### src/rtl/soc_bbox_pkg.sv
// Shared definitions for the bounding-box extractor: status-word layout,
// FSM encoding and the status-word packing helper.
package soc_bbox_pkg;

    localparam int FRAME_DONE_BIT = 31;
    localparam int FOUND_BIT      = 30;
    localparam int XMIN_LSB       = 22;
    localparam int XMAX_LSB       = 14;
    localparam int YMIN_LSB       = 7;
    localparam int YMAX_LSB       = 0;
    localparam int XF_W           = 8;
    localparam int YF_W           = 7;

    typedef enum logic [1:0] {
        IDLE    = 2'd0,
        ACTIVE  = 2'd1,
        PUBLISH = 2'd2,
        ERR     = 2'd3
    } bbox_state_e;

    // Coordinate fields are forced to zero when no object was found.
    function automatic logic [31:0] pack_bbox(input logic found,
                                              input logic [XF_W-1:0] xmin,
                                              input logic [XF_W-1:0] xmax,
                                              input logic [YF_W-1:0] ymin,
                                              input logic [YF_W-1:0] ymax);
        logic [31:0] w;
        w                       = 32'd0;
        w[FRAME_DONE_BIT]       = 1'b1;
        w[FOUND_BIT]            = found;
        w[XMIN_LSB +: XF_W]     = found ? xmin : 8'd0;
        w[XMAX_LSB +: XF_W]     = found ? xmax : 8'd0;
        w[YMIN_LSB +: YF_W]     = found ? ymin : 7'd0;
        w[YMAX_LSB +: YF_W]     = found ? ymax : 7'd0;
        return w;
    endfunction

endpackage

### src/rtl/soc_bbox_extract_acc.sv
// Running min/max tracker for one coordinate axis; init restarts the range
// and applies the current value in the same cycle when en is also high.
module bbox_minmax_acc #(
    parameter int           W        = 4,
    parameter logic [W-1:0] INIT_MIN = {W{1'b1}}
) (
    input  logic         clk,
    input  logic         reset_n,
    input  logic         i_init,
    input  logic         i_en,
    input  logic [W-1:0] i_value,
    output logic [W-1:0] o_min,
    output logic [W-1:0] o_max
);

    logic [W-1:0] r_min;
    logic [W-1:0] r_max;

    // Range registers: restart on init, otherwise widen on each enabled value
    always_ff @(posedge clk or negedge reset_n) begin
        if (!reset_n) begin
            r_min <= {W{1'b0}};
            r_max <= {W{1'b0}};
        end else if (i_init) begin
            r_min <= i_en ? i_value : INIT_MIN;
            r_max <= i_en ? i_value : {W{1'b0}};
        end else if (i_en) begin
            r_min <= (i_value < r_min) ? i_value : r_min;
            r_max <= (i_value > r_max) ? i_value : r_max;
        end
    end

    assign o_min = r_min;
    assign o_max = r_max;

endmodule

### src/rtl/soc_bbox_extract.sv
// Per-frame bounding box and foreground count from a binary mask stream,
// published as a 32-bit status word whose bit 31 pulses once per good frame.
module soc_bbox_extract
    import soc_bbox_pkg::*;
#(
    parameter int IMG_W   = 640,
    parameter int IMG_H   = 480,
    parameter int SHIFT   = 2,
    parameter int MIN_PIX = 64,
    parameter int CNT_W   = 20
) (
    input  logic             clk,
    input  logic             reset_n,
    input  logic             i_sink_valid,
    output logic             o_sink_ready,
    input  logic             i_sink_data,
    input  logic             i_sink_sop,
    input  logic             i_sink_eop,
    output logic [31:0]      o_bbox_word,
    output logic [CNT_W-1:0] o_pix_count,
    output logic             o_frame_err
);

    localparam int XW = (IMG_W > 1) ? $clog2(IMG_W) : 1;
    localparam int YW = (IMG_H > 1) ? $clog2(IMG_H) : 1;
    localparam logic [XW-1:0] X_LAST = XW'(IMG_W - 1);
    localparam logic [YW-1:0] Y_LAST = YW'(IMG_H - 1);

    bbox_state_e      r_state;
    logic             r_ready;
    logic [XW-1:0]    r_x;
    logic [YW-1:0]    r_y;
    logic [CNT_W-1:0] r_count;
    logic [31:0]      r_bbox_word;
    logic [CNT_W-1:0] r_pix_count;
    logic             r_frame_err;

    logic             w_beat, w_start, w_frame_beat, w_fg;
    logic [XW-1:0]    w_px, w_nx, w_xmin, w_xmax, w_xmin_base, w_xmax_base, w_xmin_fin, w_xmax_fin;
    logic [YW-1:0]    w_py, w_ny, w_ymin, w_ymax, w_ymin_base, w_ymax_base, w_ymin_fin, w_ymax_fin;
    logic             w_x_wrap, w_last, w_found;
    logic [CNT_W-1:0] w_cnt_base, w_cnt_next;
    logic [31:0]      w_pub_word;

    // An sop beat is always pixel (0,0) of a fresh frame, whatever the state.
    assign w_beat       = i_sink_valid & r_ready;
    assign w_start      = w_beat & i_sink_sop;
    assign w_frame_beat = w_start | (w_beat & (r_state == ACTIVE));
    assign w_fg         = w_frame_beat & i_sink_data;
    assign w_px         = i_sink_sop ? {XW{1'b0}} : r_x;
    assign w_py         = i_sink_sop ? {YW{1'b0}} : r_y;
    assign w_x_wrap     = (w_px == X_LAST);
    assign w_last       = w_x_wrap & (w_py == Y_LAST);
    assign w_nx         = w_x_wrap ? {XW{1'b0}} : w_px + XW'(1);
    assign w_ny         = w_x_wrap ? w_py + YW'(1) : w_py;
    assign w_cnt_base   = i_sink_sop ? {CNT_W{1'b0}} : r_count;
    assign w_cnt_next   = (w_fg & ~&w_cnt_base) ? w_cnt_base + CNT_W'(1) : w_cnt_base;

    bbox_minmax_acc #(.W(XW), .INIT_MIN(X_LAST)) u_acc_x (
        .clk(clk), .reset_n(reset_n), .i_init(w_start), .i_en(w_fg),
        .i_value(w_px), .o_min(w_xmin), .o_max(w_xmax)
    );

    bbox_minmax_acc #(.W(YW), .INIT_MIN(Y_LAST)) u_acc_y (
        .clk(clk), .reset_n(reset_n), .i_init(w_start), .i_en(w_fg),
        .i_value(w_py), .o_min(w_ymin), .o_max(w_ymax)
    );

    // The eop pixel lands in the accumulators one cycle too late, so fold it in here.
    assign w_xmin_base = i_sink_sop ? X_LAST : w_xmin;
    assign w_xmax_base = i_sink_sop ? {XW{1'b0}} : w_xmax;
    assign w_ymin_base = i_sink_sop ? Y_LAST : w_ymin;
    assign w_ymax_base = i_sink_sop ? {YW{1'b0}} : w_ymax;
    assign w_xmin_fin  = (w_fg && (w_px < w_xmin_base)) ? w_px : w_xmin_base;
    assign w_xmax_fin  = (w_fg && (w_px > w_xmax_base)) ? w_px : w_xmax_base;
    assign w_ymin_fin  = (w_fg && (w_py < w_ymin_base)) ? w_py : w_ymin_base;
    assign w_ymax_fin  = (w_fg && (w_py > w_ymax_base)) ? w_py : w_ymax_base;
    assign w_found     = (w_cnt_next >= CNT_W'(MIN_PIX));
    assign w_pub_word  = pack_bbox(w_found,
                                   XF_W'(w_xmin_fin >> SHIFT), XF_W'(w_xmax_fin >> SHIFT),
                                   YF_W'(w_ymin_fin >> SHIFT), YF_W'(w_ymax_fin >> SHIFT));

    // Frame FSM with position/count tracking and registered status outputs
    always_ff @(posedge clk or negedge reset_n) begin
        if (!reset_n) begin
            r_state     <= IDLE;
            r_ready     <= 1'b0;
            r_x         <= {XW{1'b0}};
            r_y         <= {YW{1'b0}};
            r_count     <= {CNT_W{1'b0}};
            r_bbox_word <= 32'd0;
            r_pix_count <= {CNT_W{1'b0}};
            r_frame_err <= 1'b0;
        end else begin
            r_ready                     <= 1'b1;
            r_bbox_word[FRAME_DONE_BIT] <= 1'b0;
            r_frame_err                 <= 1'b0;
            if (w_frame_beat) begin
                r_x     <= w_nx;
                r_y     <= w_ny;
                r_count <= w_cnt_next;
                if (w_start && (r_state == ACTIVE)) begin
                    r_frame_err <= 1'b1;
                end
                if (w_last && i_sink_eop) begin
                    r_state     <= PUBLISH;
                    r_bbox_word <= w_pub_word;
                    r_pix_count <= w_cnt_next;
                end else if (w_last || i_sink_eop) begin
                    r_state     <= ERR;
                    r_frame_err <= 1'b1;
                end else begin
                    r_state <= ACTIVE;
                end
            end else begin
                case (r_state)
                    ACTIVE:  r_state <= ACTIVE;
                    default: r_state <= IDLE;
                endcase
            end
        end
    end

    assign o_sink_ready = r_ready;
    assign o_bbox_word  = r_bbox_word;
    assign o_pix_count  = r_pix_count;
    assign o_frame_err  = r_frame_err;

endmodule
### config.mk
export PLATFORM = sky130hd
export DESIGN_NAME = soc_bbox_extract
export DESIGN_NICKNAME = d
export VERILOG_FILES = /design/src/rtl/soc_bbox_pkg.sv /design/src/rtl/soc_bbox_extract_acc.sv /design/src/rtl/soc_bbox_extract.sv
export SDC_FILE = /design/constraint.sdc
export NUM_CORES = 1
export LEC_CHECK = 0
export CORE_ASPECT_RATIO = 2
export CORE_MARGIN = 5
export CORE_UTILIZATION = 51
export CTS_BUF_LIST = sky130_fd_sc_hd__clkbuf_16
export DETAILED_ROUTE_END_ITERATION = 7
export GPL_TIMING_DRIVEN = 1
export PLACE_DENSITY = 0.71
export SYNTH_ARGS = -nofsm -noshare
export SYNTH_HDL_FRONTEND = slang
export SYNTH_SLANG_ARGS = --single-unit
### constraint.sdc
create_clock -name clk -period 3.3 [get_ports clk]
set_input_delay 0.99 -clock clk [delete_from_list [all_inputs] [get_ports clk]]
set_output_delay 0.99 -clock clk [all_outputs]
set_load 0.1 [all_outputs]
==> metrics.md, run 1 <==
| Metric | Value |
|---|---|
| Status | `complete, but fails checks` |
| Failing checks | `setup timing` |
| Clk pwr share | `0.416` |
| WL met2 | `12.7 mm` |
| Most common flop cell mapped by yosys | `dfrtp_1` |
| Synth Warn # | `0` |
| Routed Antenna Nets | `0` |
| Slew Limit Headroom | `0.382` |
| Initial antenna violation count | `0` |
| Fraction of layout cells with a size suffix above 1 | `0.268` |
| Crit-path max FO | `6` |
| Diode count | `0` |
| Routability cong. | `0.902` |
| Register bit total from synthesis | `133` |
| Power, Total | `0.00460 W` |
| Clock Sinks | `133` |
| Max Root-Sink Buffers | `2` |
| Combinational share of power | `0.187` |
| Worst VDD drop | `0.376 mV` |
| First-pass GRT wire length | `39.9 mm` |
| WL per Instance | `18.1 um` |
| Syn_area_per_cell | `8.81 um^2` |
| Pre-CTS setup slack | `-0.515 ns` |
| Max_cap viols | `0` |
| Switching power | `0.00137 W` |
| Clk_skew | `0.0132 ns` |
| Vias in the first global route | `7,916` |
| Netlist cell types | `67` |
| Clk root buf | `clkbuf_16` |
| WP data arrival | `3.64 ns` |
| Routed WL | `24.9 mm` |
| CP Capture Type | `flop` |
| Slew Viols, Final | `0` |
| Cell Area, Synth | `8520 um^2` |
| Startpoint Class | `primary input` |
| Die footprint | `19,500 um^2` |
| Pin count of the biggest net entering global routing | `72` |
| Worst slew pin tran | `0.924 ns` |
| Period utilisation layout | `1.01` |
| Layout net count | `1,242` |
| Data required time of the worst path | `3.61 ns` |
| DRT iter0 DRCs | `406` |
| Die W | `101 um` |
| Finish-stage setup viols | `26` |
| Gr usage total | `0.260` |
| Unrepaired setup endpoints after global routing | `true` |
| Met3 wire len | `1.17 mm` |
| Register area share after synthesis | `0.391` |
| CTS H-tree depth | `4` |
| Sw Ratio | `0.297` |
| Flop pwr share | `0.397` |
| Starting Density | `0.513` |
| CTS buffer count | `17` |
| Pwr dens | `409 nW/um^2` |
| Reg clk slew, reported paths | `0.06 ns` |
| CTS tree | `yes` |
| Fmax | `300 MHz` |
| Cells after Synth | `967` |
| Pleak | `5.43 nW` |
| DR pass1 iterations | `5` |
| Core Region | `16,600 um^2` |
| Cell-internal power | `0.00323 W` |
| Chip height | `193 um` |
| Gr ovfl total | `0` |
| Met1 WL | `10.3 mm` |
| Final Hold Vio Count | `0` |
| WS Path Type | `in -> reg` |
| Number of flops mapped to enable cells by yosys | `0` |
| Hold buffers post-CTS | `0` |
| # rows | `67` |
| Ys async rst share | `1.00` |
| IO buf count | `59` |
| DRC Markers | `0` |
| Final worst setup slack | `-0.0327 ns` |
| Detail Placement HPWL | `18.0 mm` |
| Syn_nets | `1,048` |
| Via-to-Cell Ratio | `5.73` |
| Clock Latency Late Sink | `0.44 ns` |
| Tmin final | `3.33 ns` |
| I/O pins | `60` |
| Hold Path Class | `reg -> reg` |
| Area grow syn2layout | `31.9%` |
| Hold slack | `0.481 ns` |
| Top Metal Used | `met4` |
| DR vias | `7,909` |
[sequential cells by signal, indices dropped and copies added, names as in the netlist]
name,cells
o_bbox_word,32
o_frame_err,1
o_pix_count,20
o_sink_ready,1
r_count,20
r_state,2
r_x,10
r_y,9
u_acc_x.o_max,10
u_acc_x.o_min,10
u_acc_y.o_max,9
u_acc_y.o_min,9
[final cells by class]
cell class                 instances  area (um^2)
clock inverter                    15          158
sequential                       133         3330
tap                              207          259
clock buffer                      17          425
multi-input combinational        718         4960
timing repair buffer             225         1860
fill                            1357         5360
inverter                          66          248
[power by group through the flow]
stage | clock [W] | combinational, W | sequential, W
after global routing | 0.00200 | 0.000953 | 0.00183
after floorplan | 0 | 0.000526 | 0.00183
after detailed placement | 0 | 0.000833 | 0.00184
after global placement | 0 | 0.000799 | 0.00184
final | 0.00191 | 0.000858 | 0.00182
after CTS | 0.00194 | 0.000840 | 0.00182
[cells by family (layout without fill, tap and decap cells)]
family,count (synthesis),after routing,share of synthesized area
AOI/OAI and AO/OA,226,226,0.167
xor gates and xnor gates,21,21,0.0216
adders and majority gates,75,75,0.110
buffers and inverters,116,323,0.0554
DFF,133,133,0.391
muxes,41,41,0.0502
other,1,1,0.000440
and+or+nand+nor,354,354,0.205
[metal layers]
layer  global-route usage  vias to the layer above
met5                    0                        -
met4                0.120                        0
met3               0.0394                       48
met2                0.437                      235
met1                0.325                     3816
li1                     -                     3810
[cell usage in the layout, fill, tap and decap left out, types with 11 or more instances in the layout]
cell type	synthesis	final
nand2_1	143	141
dfrtp_1	133	133
a211oi_1	13	13
nor2_1	62	62
xnor2_1	14	14
o21ai_0	64	62
nand3_1	31	30
a21oi_2	0	11
nor2b_1	24	22
nor3_1	17	16
ha_1	75	73
nand4_1	22	22
mux2i_1	27	25
buf_4	0	208
inv_1	65	62
a21o_1	19	19
clkbuf_16	0	20
a21oi_1	65	54
[worst paths after layout]
check	start	slack, ns	depth (start not counted)	endpoint
worst max-delay path	i_sink_sop	-0.03	12	o_bbox_word[2]$_DFFE_PN0P_
worst min-delay path	o_pix_count[11]$_DFFE_PN0P_	0.48	2	o_pix_count[11]$_DFFE_PN0P_
worst max register to register	r_count[0]$_DFFE_PN0P_	0.14	11	o_bbox_word[2]$_DFFE_PN0P_
worst min register to register	o_pix_count[11]$_DFFE_PN0P_	0.48	2	o_pix_count[11]$_DFFE_PN0P_
max in group asynchronous	reset_n	2.05	2	o_bbox_word[16]$_DFFE_PN0P_
min in group asynchronous	reset_n	0.53	1	r_count[9]$_DFFE_PN0P_
[worst max-delay path, cell delays in order]
cell and delay [ns]:
buf_12 0.12, nor2b_4 0.14, ha_4 0.15, nand4_1 0.09, or4_4 0.58, a2111oi_4 0.35
mux2i_2 0.29, nand4_1 0.19, nor4_4 0.31, buf_6 0.20, clkbuf_16 0.18, a211oi_1 0.05
[through the flow]
step	utilization	area [um^2]	TNS, ns	std cells
finish	0.677	11200	-0.443	1381
global route	0.677	11200	-3.91	1381
CTS	0.662	11000	-0.00335	1371
detailed placement	0.626	10400	-26.56	1338
global placement	0.626	10400	-22.66	1338
floorplan	-	8760	-14.35	967
[synth_stat cells (3+ instances only)]
master,n,area share
nor2_1,62,0.027
or3_1,3,0.0022
nor4_1,3,0.0022
nor4_2,3,0.0044
and4_1,7,0.0072
dfrtp_1,133,0.39
xnor2_1,14,0.014
nand2b_1,7,0.0051
nor3_1,17,0.010
and3_1,7,0.0051
nand4_1,22,0.016
mux2_2,14,0.019
nand2_1,143,0.063
xor2_1,7,0.0072
o31ai_1,8,0.0070
nand3_1,31,0.018
a21oi_1,65,0.038
nand4b_1,4,0.0041
buf_2,5,0.0029
buf_6,4,0.0053
a211oi_1,13,0.011
o21a_1,7,0.0062
o311ai_0,6,0.0062
o22ai_1,3,0.0022
and4b_1,3,0.0035
buf_1,8,0.0035
a211o_1,5,0.0051
or4_1,4,0.0035
o21ai_0,64,0.038
a21o_1,19,0.017
a22o_1,3,0.0031
a21boi_0,3,0.0026
a2111oi_0,4,0.0041
or2_2,4,0.0029
clkbuf_1,33,0.015
ha_1,75,0.11
inv_1,65,0.029
a31oi_1,4,0.0029
mux2i_1,27,0.032
o22a_1,4,0.0041
nor2b_1,24,0.018
[what timing repair did]
action                                 CTS  global route
buffers inserted                         1             6
endpoints found under the hold margin    0             0
cloned                                   0             4
pin swaps                                0             7
resized for setup                        2            21
setup endpoints to repair               31            36
Note: power is estimated with default switching activity, not from simulation.
==> inputs of run 2 (changes only) <==
--- a/config.mk
+++ b/config.mk
@@ -13,4 +13,5 @@
 export GPL_TIMING_DRIVEN = 1
 export PLACE_DENSITY = 0.71
+export SETUP_SLACK_MARGIN = 0.5
 export SYNTH_ARGS = -nofsm -noshare
 export SYNTH_HDL_FRONTEND = slang
==> constraint.sdc (replaced) <==
create_clock -name clk -period 4.2 [get_ports clk]
set_input_delay 1.26 -clock clk [delete_from_list [all_inputs] [get_ports clk]]
set_output_delay 1.26 -clock clk [all_outputs]
set_load 0.05 [all_outputs]
==> run 2 against run 1 <==
  * The flow now finishes without violations
  * Register-to-register slack better by 0.96 ns
  * Worst setup slack better by 0.54 ns
  * Sequential share of layout area up 1.9 points
  * Via count down 3.9%
  * Utilization down 4.1 points
  * Sequential cell count unchanged
  * Combinational power down 30%
  * Worst hold slack worse by 0.0090 ns
  * Clock power down 19%
  * Largest cell class unchanged
  * Largest power group unchanged
==> metrics.md, run 2 (synthesis results as in run 1) <==
| Metric | Value |
|---|---|
| Status | `finished, final reports clean (was complete, but fails checks)` |
| WP data arrival | `3.99 ns (was 3.64 ns)` |
| Hold Path Class | `reg -> reg (unchanged)` |
| Reg-to-reg critical path endpoint | `o_bbox_word[25]$_DFFE_PN0P_ (was o_bbox_word[2]$_DFFE_PN0P_)` |
| Area of the multi-input gates | `4930 um^2 (was 4960 um^2)` |
| Hold Crit Start | `o_pix_count[3]$_DFFE_PN0P_ (was o_pix_count[11]$_DFFE_PN0P_)` |
| CP Capture Type | `flop (unchanged)` |
| Final Hold Vio Count | `0 (unchanged)` |
| Setup crit end | `o_bbox_word[25]$_DFFE_PN0P_ (was o_bbox_word[2]$_DFFE_PN0P_)` |
| CTS buffer count | `17 (unchanged)` |
| Startpoint Class | `primary input (unchanged)` |
| IO buf count | `59 (unchanged)` |
| Die footprint | `19,500 um^2 (unchanged)` |
| Pin count of the biggest net entering global routing | `72 (unchanged)` |
| Slew Limit Headroom | `0.448 (was 0.382)` |
| Area grow syn2layout | `23.9% (was 31.9%)` |
| Layout net count | `1,140 (was 1,242)` |
| DR vias | `7,602 (was 7,909)` |
| Max_cap viols | `0 (unchanged)` |
| Slew Viols, Final | `0 (unchanged)` |
| # rows | `67 (unchanged)` |
| Via-to-Cell Ratio | `5.94 (was 5.73)` |
| Commonest non-fill, non-tap cell in the layout | `nand2_1 (was buf_4)` |
| Gr usage total | `0.246 (was 0.260)` |
| Worst slew pin tran | `0.822 ns (was 0.924 ns)` |
| Max Root-Sink Buffers | `2 (unchanged)` |
| Max reg flops | `32 (unchanged)` |
| Tmin final | `3.70 ns` |
| Pleak | `4.84 nW (was 5.43 nW)` |
| Commonest non-fill, non-tap cells in the layout | `nand2_1, dfrtp_1, ha_1 (was buf_4, nand2_1, dfrtp_1)` |
| DRT iter0 DRCs | `522 (was 406)` |
| Die W | `101 um (unchanged)` |
| Diode count | `0 (unchanged)` |
| Period utilisation layout | `0.880` |
| Fmax | `271 MHz` |
| Clk_skew | `0.00927 ns (was 0.0132 ns)` |
| Routability cong. | `0.910 (was 0.902)` |
| Register area | `3330 um^2 (unchanged)` |
| Post-route cell area | `10,600 um^2 (was 11,200 um^2)` |
| Routed Antenna Nets | `0 (unchanged)` |
| Hold buffers post-CTS | `0 (unchanged)` |
| CTS H-tree depth | `4 (unchanged)` |
| Reg2reg start | `r_count[0]$_DFFE_PN0P_ (unchanged)` |
| Chip height | `193 um (unchanged)` |
| Detail Placement HPWL | `16.7 mm (was 18.0 mm)` |
| Worst VDD drop | `0.255 mV (was 0.376 mV)` |
| Placed Instance Area | `9710 um^2 (was 10,400 um^2)` |
| Crit-path max FO | `8 (was 6)` |
| Unrepaired setup endpoints after global routing | `true (unchanged)` |
| WL per Instance | `18.4 um (was 18.1 um)` |
| DR pass1 iterations | `5 (unchanged)` |
| Reg clk slew, reported paths | `0.06 ns (about the same)` |
| Data required time of the worst path | `4.50 ns (was 3.61 ns)` |
| First-pass GRT wire length | `37.9 mm (was 39.9 mm)` |
| Initial antenna violation count | `0 (unchanged)` |
| Final core occ | `0.636 (was 0.677)` |
| CTS tree | `yes (unchanged)` |
| Routed WL | `23.6 mm (was 24.9 mm)` |
| Vias in the first global route | `7,465 (was 7,916)` |
| Gr ovfl total | `0 (unchanged)` |
| R2R Setup Slk | `1.10 ns (was 0.14 ns)` |
| DRC Markers | `0 (unchanged)` |
| WS Path Type | `in -> reg (unchanged)` |
| Clk root buf | `clkbuf_16 (unchanged)` |
| Starting Density | `0.513 (unchanged)` |
| Core Region | `16,600 um^2 (unchanged)` |
| CP startpoint | `i_sink_sop (unchanged)` |
| Setup TNS | `0 ns (was -0.443 ns)` |
| Clock Sinks | `133 (unchanged)` |
| Filler cell count in the final layout | `1,367 (was 1,357)` |
| Finish-stage setup viols | `0 (was 26)` |
| I/O pins | `60 (unchanged)` |
| Pwr dens | `340 nW/um^2 (was 409 nW/um^2)` |
| Fraction of layout cells with a size suffix above 1 | `0.146 (was 0.268)` |
| Worst r2r path cells | `11 (unchanged)` |
| Clock Latency Late Sink | `0.43 ns (was 0.44 ns)` |
-- run 2: cell count changes in the layout (fill, tap and decap cells not counted), sizes merged --
cell / change
clkdlybuf4s50: +54
bufinv: +1
buf: -156
inv: +3
clkinv: -4
-- run 2: routing by layer --
layer	GRT usage	part of all wire	vias to the layer above	wire length, um
li1	-	-	3614	-
met1	0.318	0.42	3646	9850
met2	0.401	0.48	289	11400
met4	0.107	0.036	0	854
met5	0	0	-	0
met3	0.0427	0.063	53	1490
-- run 2: layout make-up --
class,instances,share of cell area
multi-input cells,718,0.467
repair buffers,123,0.113
well taps,207,0.0245
clock inverters,15,0.0169
flip-flops and latches,133,0.315
inverters,66,0.0235
clock buffers,17,0.0403
-- run 2: worst max-delay path: stages --
cell,delay (ns)
buf_8,0.11
buf_12,0.13
nor2b_4,0.14
ha_4,0.17
nand4_1,0.09
or4_4,0.54
a2111oi_4,0.34
mux2i_1,0.28
nand4_1,0.19
nor4_4,0.31
buf_6,0.19
clkbuf_16,0.18
a21oi_2,0.04
-- run 2: per-stage QoR --
step | setup WS (ns) | instances | power, W | hold WS [ns]
2_1_floorplan | 0.162 | 967 | 0.00184 | 0.471
3_5_place_dp | 0.0186 | 1232 | 0.00201 | 0.465
6_report | 0.505 | 1279 | 0.00358 | 0.472
4_1_cts | 0.518 | 1264 | 0.00356 | 0.479
5_1_grt | 0.443 | 1279 | 0.00375 | 0.507
3_3_place_gp | 0.0593 | 1232 | 0.00199 | 0.461
-- run 2: how the worst min path moves through the flow --
stage | to | slack (ns) | depth (start not counted)
floorplan | r_x[5]$_DFFE_PN0P_ | 0.47 | 1
global placement | o_pix_count[10]$_DFFE_PN0P_ | 0.46 | 2
detailed placement | o_pix_count[3]$_DFFE_PN0P_ | 0.46 | 2
CTS | o_pix_count[3]$_DFFE_PN0P_ | 0.48 | 2
global route | o_pix_count[15]$_DFFE_PN0P_ | 0.51 | 2
finish | o_pix_count[3]$_DFFE_PN0P_ | 0.47 | 2
-- run 2: power by group --
| part | leakage [nW] | switching (W) | internal (W) | total [W] |
|---|---|---|---|---|
| registers | 1.83 | 0.0000780 | 0.00135 | 0.00143 |
| logic | 2.72 | 0.000347 | 0.000255 | 0.000602 |
| clock network | 0.292 | 0.000613 | 0.000939 | 0.00155 |
-- run 2: what timing repair did --
| item | in CTS | in global routing |
|---|---|---|
| gates resized for setup | 2 | 18 |
| endpoints found under the setup margin | 25 | 46 |
| cloned | 0 | 3 |
| pin swaps | 0 | 6 |
| setup buffers | 0 | 12 |
==> inputs of run 3 (changes only) <==
Settings changed: DONT_BUFFER_PORTS set to 1, PLACE_DENSITY 0.71 to 0.66.
==> run 3 against run 2 <==
  * Total power is 0.80% lower
  * First-iteration DRC count is 0.38% lower
  * Sequential cell count stayed put
  * Largest cell class unchanged
==> metrics.md, run 3 (synthesis results as in run 1) <==
| Metric | Value |
|---|---|
| Status | `finished, final reports clean (unchanged)` |
| R2R Setup Slk | `1.00 ns (was 1.10 ns)` |
| Chip height | `193 um (unchanged)` |
| Max Root-Sink Buffers | `2 (unchanged)` |
| Gr usage total | `0.239 (was 0.246)` |
| Pin count of the biggest net entering global routing | `134 (was 72)` |
| Unrepaired setup endpoints after global routing | `false (was true)` |
| Worst slew pin tran | `1.07 ns (was 0.822 ns)` |
| Finish-stage setup viols | `0 (unchanged)` |
| Placed insts | `1,153 (was 1,232)` |
| Layout Cells excl Fill | `1,189 (was 1,279)` |
| WS Path Type | `in -> reg (unchanged)` |
| Pwr dens | `370 nW/um^2 (was 340 nW/um^2)` |
| Diode count | `0 (unchanged)` |
| Reg clk slew, reported paths | `0.06 ns (about the same)` |
| Core Region | `16,600 um^2 (unchanged)` |
| Hold Path Class | `in -> async (was reg -> reg)` |
| Power, Total | `0.00356 W (was 0.00358 W)` |
| Max_cap viols | `0 (unchanged)` |
| Reg-to-reg critical path endpoint | `o_bbox_word[0]$_DFFE_PN0P_ (was o_bbox_word[25]$_DFFE_PN0P_)` |
| Clock Latency Late Sink | `0.43 ns (about the same)` |
| DR vias | `7,083 (was 7,602)` |
| Clk root buf | `clkbuf_16 (unchanged)` |
| Register area | `3330 um^2 (unchanged)` |
| Initial antenna violation count | `0 (unchanged)` |
| Startpoint Class | `primary input (unchanged)` |
| Clk_skew | `0.00678 ns (was 0.00927 ns)` |
| # rows | `67 (unchanged)` |
| Clock Sinks | `133 (unchanged)` |
| WP data arrival | `3.88 ns (was 3.99 ns)` |
| Detail Placement HPWL | `16.0 mm (was 16.7 mm)` |
| DR pass1 iterations | `5 (unchanged)` |
| CTS tree | `yes (unchanged)` |
| Hold buffers post-CTS | `0 (unchanged)` |
| Slew Limit Headroom | `0.289 (was 0.448)` |
| Hold slack | `0.525 ns (was 0.472 ns)` |
| Worst r2r path cells | `11 (unchanged)` |
| IO buf count | `0 (was 59)` |
| DRT iter0 DRCs | `520 (was 522)` |
| Worst VDD drop | `0.294 mV (was 0.255 mV)` |
| First-pass GRT wire length | `36.7 mm (was 37.9 mm)` |
| Gr ovfl total | `0 (unchanged)` |
| Routed Antenna Nets | `0 (unchanged)` |
| Filler cell count in the final layout | `1,476 (was 1,367)` |
| DRC Markers | `0 (unchanged)` |
| Period utilisation layout | `0.855 (was 0.880)` |
| Pleak | `4.41 nW (was 4.84 nW)` |
| WL per Instance | `18.8 um (was 18.4 um)` |
| Routed WL | `22.4 mm (was 23.6 mm)` |
| CP Capture Type | `flop (unchanged)` |
| Fraction of layout cells with a size suffix above 1 | `0.121 (was 0.146)` |
| Slew Viols, Final | `0 (unchanged)` |
| Area of the multi-input gates | `4880 um^2 (was 4930 um^2)` |
| Setup TNS | `0 ns (unchanged)` |
| Tmin final | `3.59 ns (was 3.70 ns)` |
| Commonest non-fill, non-tap cells in the layout | `nand2_1, dfrtp_1, ha_1 (unchanged)` |
| Routability cong. | `0.911 (was 0.910)` |
| Die W | `101 um (unchanged)` |
| I/O pins | `60 (unchanged)` |
| Starting Density | `0.513 (unchanged)` |
| Via-to-Cell Ratio | `5.96 (was 5.94)` |
| Area grow syn2layout | `12.8% (was 23.9%)` |
| CTS H-tree depth | `4 (unchanged)` |
| Max reg flops | `32 (unchanged)` |
| Commonest non-fill, non-tap cell in the layout | `nand2_1 (unchanged)` |
| Die footprint | `19,500 um^2 (unchanged)` |
| Layout net count | `1,050 (was 1,140)` |
| Crit-path max FO | `78 (was 8)` |
| Fmax | `278 MHz (was 271 MHz)` |
| Final Hold Vio Count | `0 (unchanged)` |
| Vias in the first global route | `7,194 (was 7,465)` |
| Reg2reg start | `r_count[0]$_DFFE_PN0P_ (unchanged)` |
| CTS buffer count | `17 (unchanged)` |
| Data required time of the worst path | `4.49 ns (was 4.50 ns)` |
## run 3: cell type report
| class | instances | area share |
|---|---|---|
| multi-input combinational | 718 | 0.508 |
| clock inverter | 15 | 0.0211 |
| sequential | 133 | 0.346 |
| inverter | 66 | 0.0258 |
| tap | 207 | 0.0270 |
| clock buffer | 17 | 0.0443 |
| timing repair buffer | 33 | 0.0279 |
## run 3: critical path: stages
cell and delay [ns]:
nor2b_4 0.14, ha_2 0.28, nand4_1 0.11, or4_4 0.49, a2111oi_4 0.24, mux2i_2 0.32, nand4_1 0.27, nor4_4 0.31
buf_4 0.18, buf_6 0.17, a211oi_1 0.06
## run 3: power breakdown
part	switching, W	total, W	internal, W	leakage [nW]
Clock	0.000623	0.00162	0.000998	0.298
Combinational	0.000284	0.000499	0.000215	2.29
Sequential	0.0000836	0.00144	0.00135	1.83
## run 3: layer usage
| layer | track usage | wire length (um) | vias up |
|---|---|---|---|
| met2 | 0.399 | 11200 | 202 |
| met3 | 0.0456 | 1230 | 38 |
| met4 | 0.0906 | 535 | 0 |
| met1 | 0.301 | 9490 | 3416 |
| li1 | - | - | 3427 |
| met5 | 0 | 0 | - |
## run 3: worst max path at each step
| stage | start | to | slack (ns) | cells after the start |
|---|---|---|---|---|
| after detailed placement | i_sink_sop | o_bbox_word[28]$_DFFE_PN0P_ | 0.09 | 10 |
| after floorplan | i_sink_sop | o_bbox_word[0]$_DFFE_PN0P_ | 0.16 | 15 |
| after CTS | i_sink_sop | o_bbox_word[19]$_DFFE_PN0P_ | 0.53 | 10 |
| after global routing | i_sink_sop | o_bbox_word[19]$_DFFE_PN0P_ | 0.53 | 11 |
| final | i_sink_sop | o_bbox_word[0]$_DFFE_PN0P_ | 0.61 | 11 |
| after global placement | i_sink_sop | o_bbox_word[28]$_DFFE_PN0P_ | 0.12 | 10 |
## run 3: per-stage QoR
stage | setup slack [ns] | utilization | cell area, um^2
final | 0.608 | 0.579 | 9610
after global placement | 0.117 | 0.538 | 8920
after global routing | 0.527 | 0.579 | 9610
after floorplan | 0.162 | - | 8730
after detailed placement | 0.0949 | 0.538 | 8920
after CTS | 0.534 | 0.576 | 9550
## run 3: repair_timing
item / 4_1_cts / 5_1_grt
gates resized for setup: 0 / 4
setup buffers: 0 / 4
endpoints found under the hold margin: 0 / 0
endpoints found under the setup margin: 0 / 31
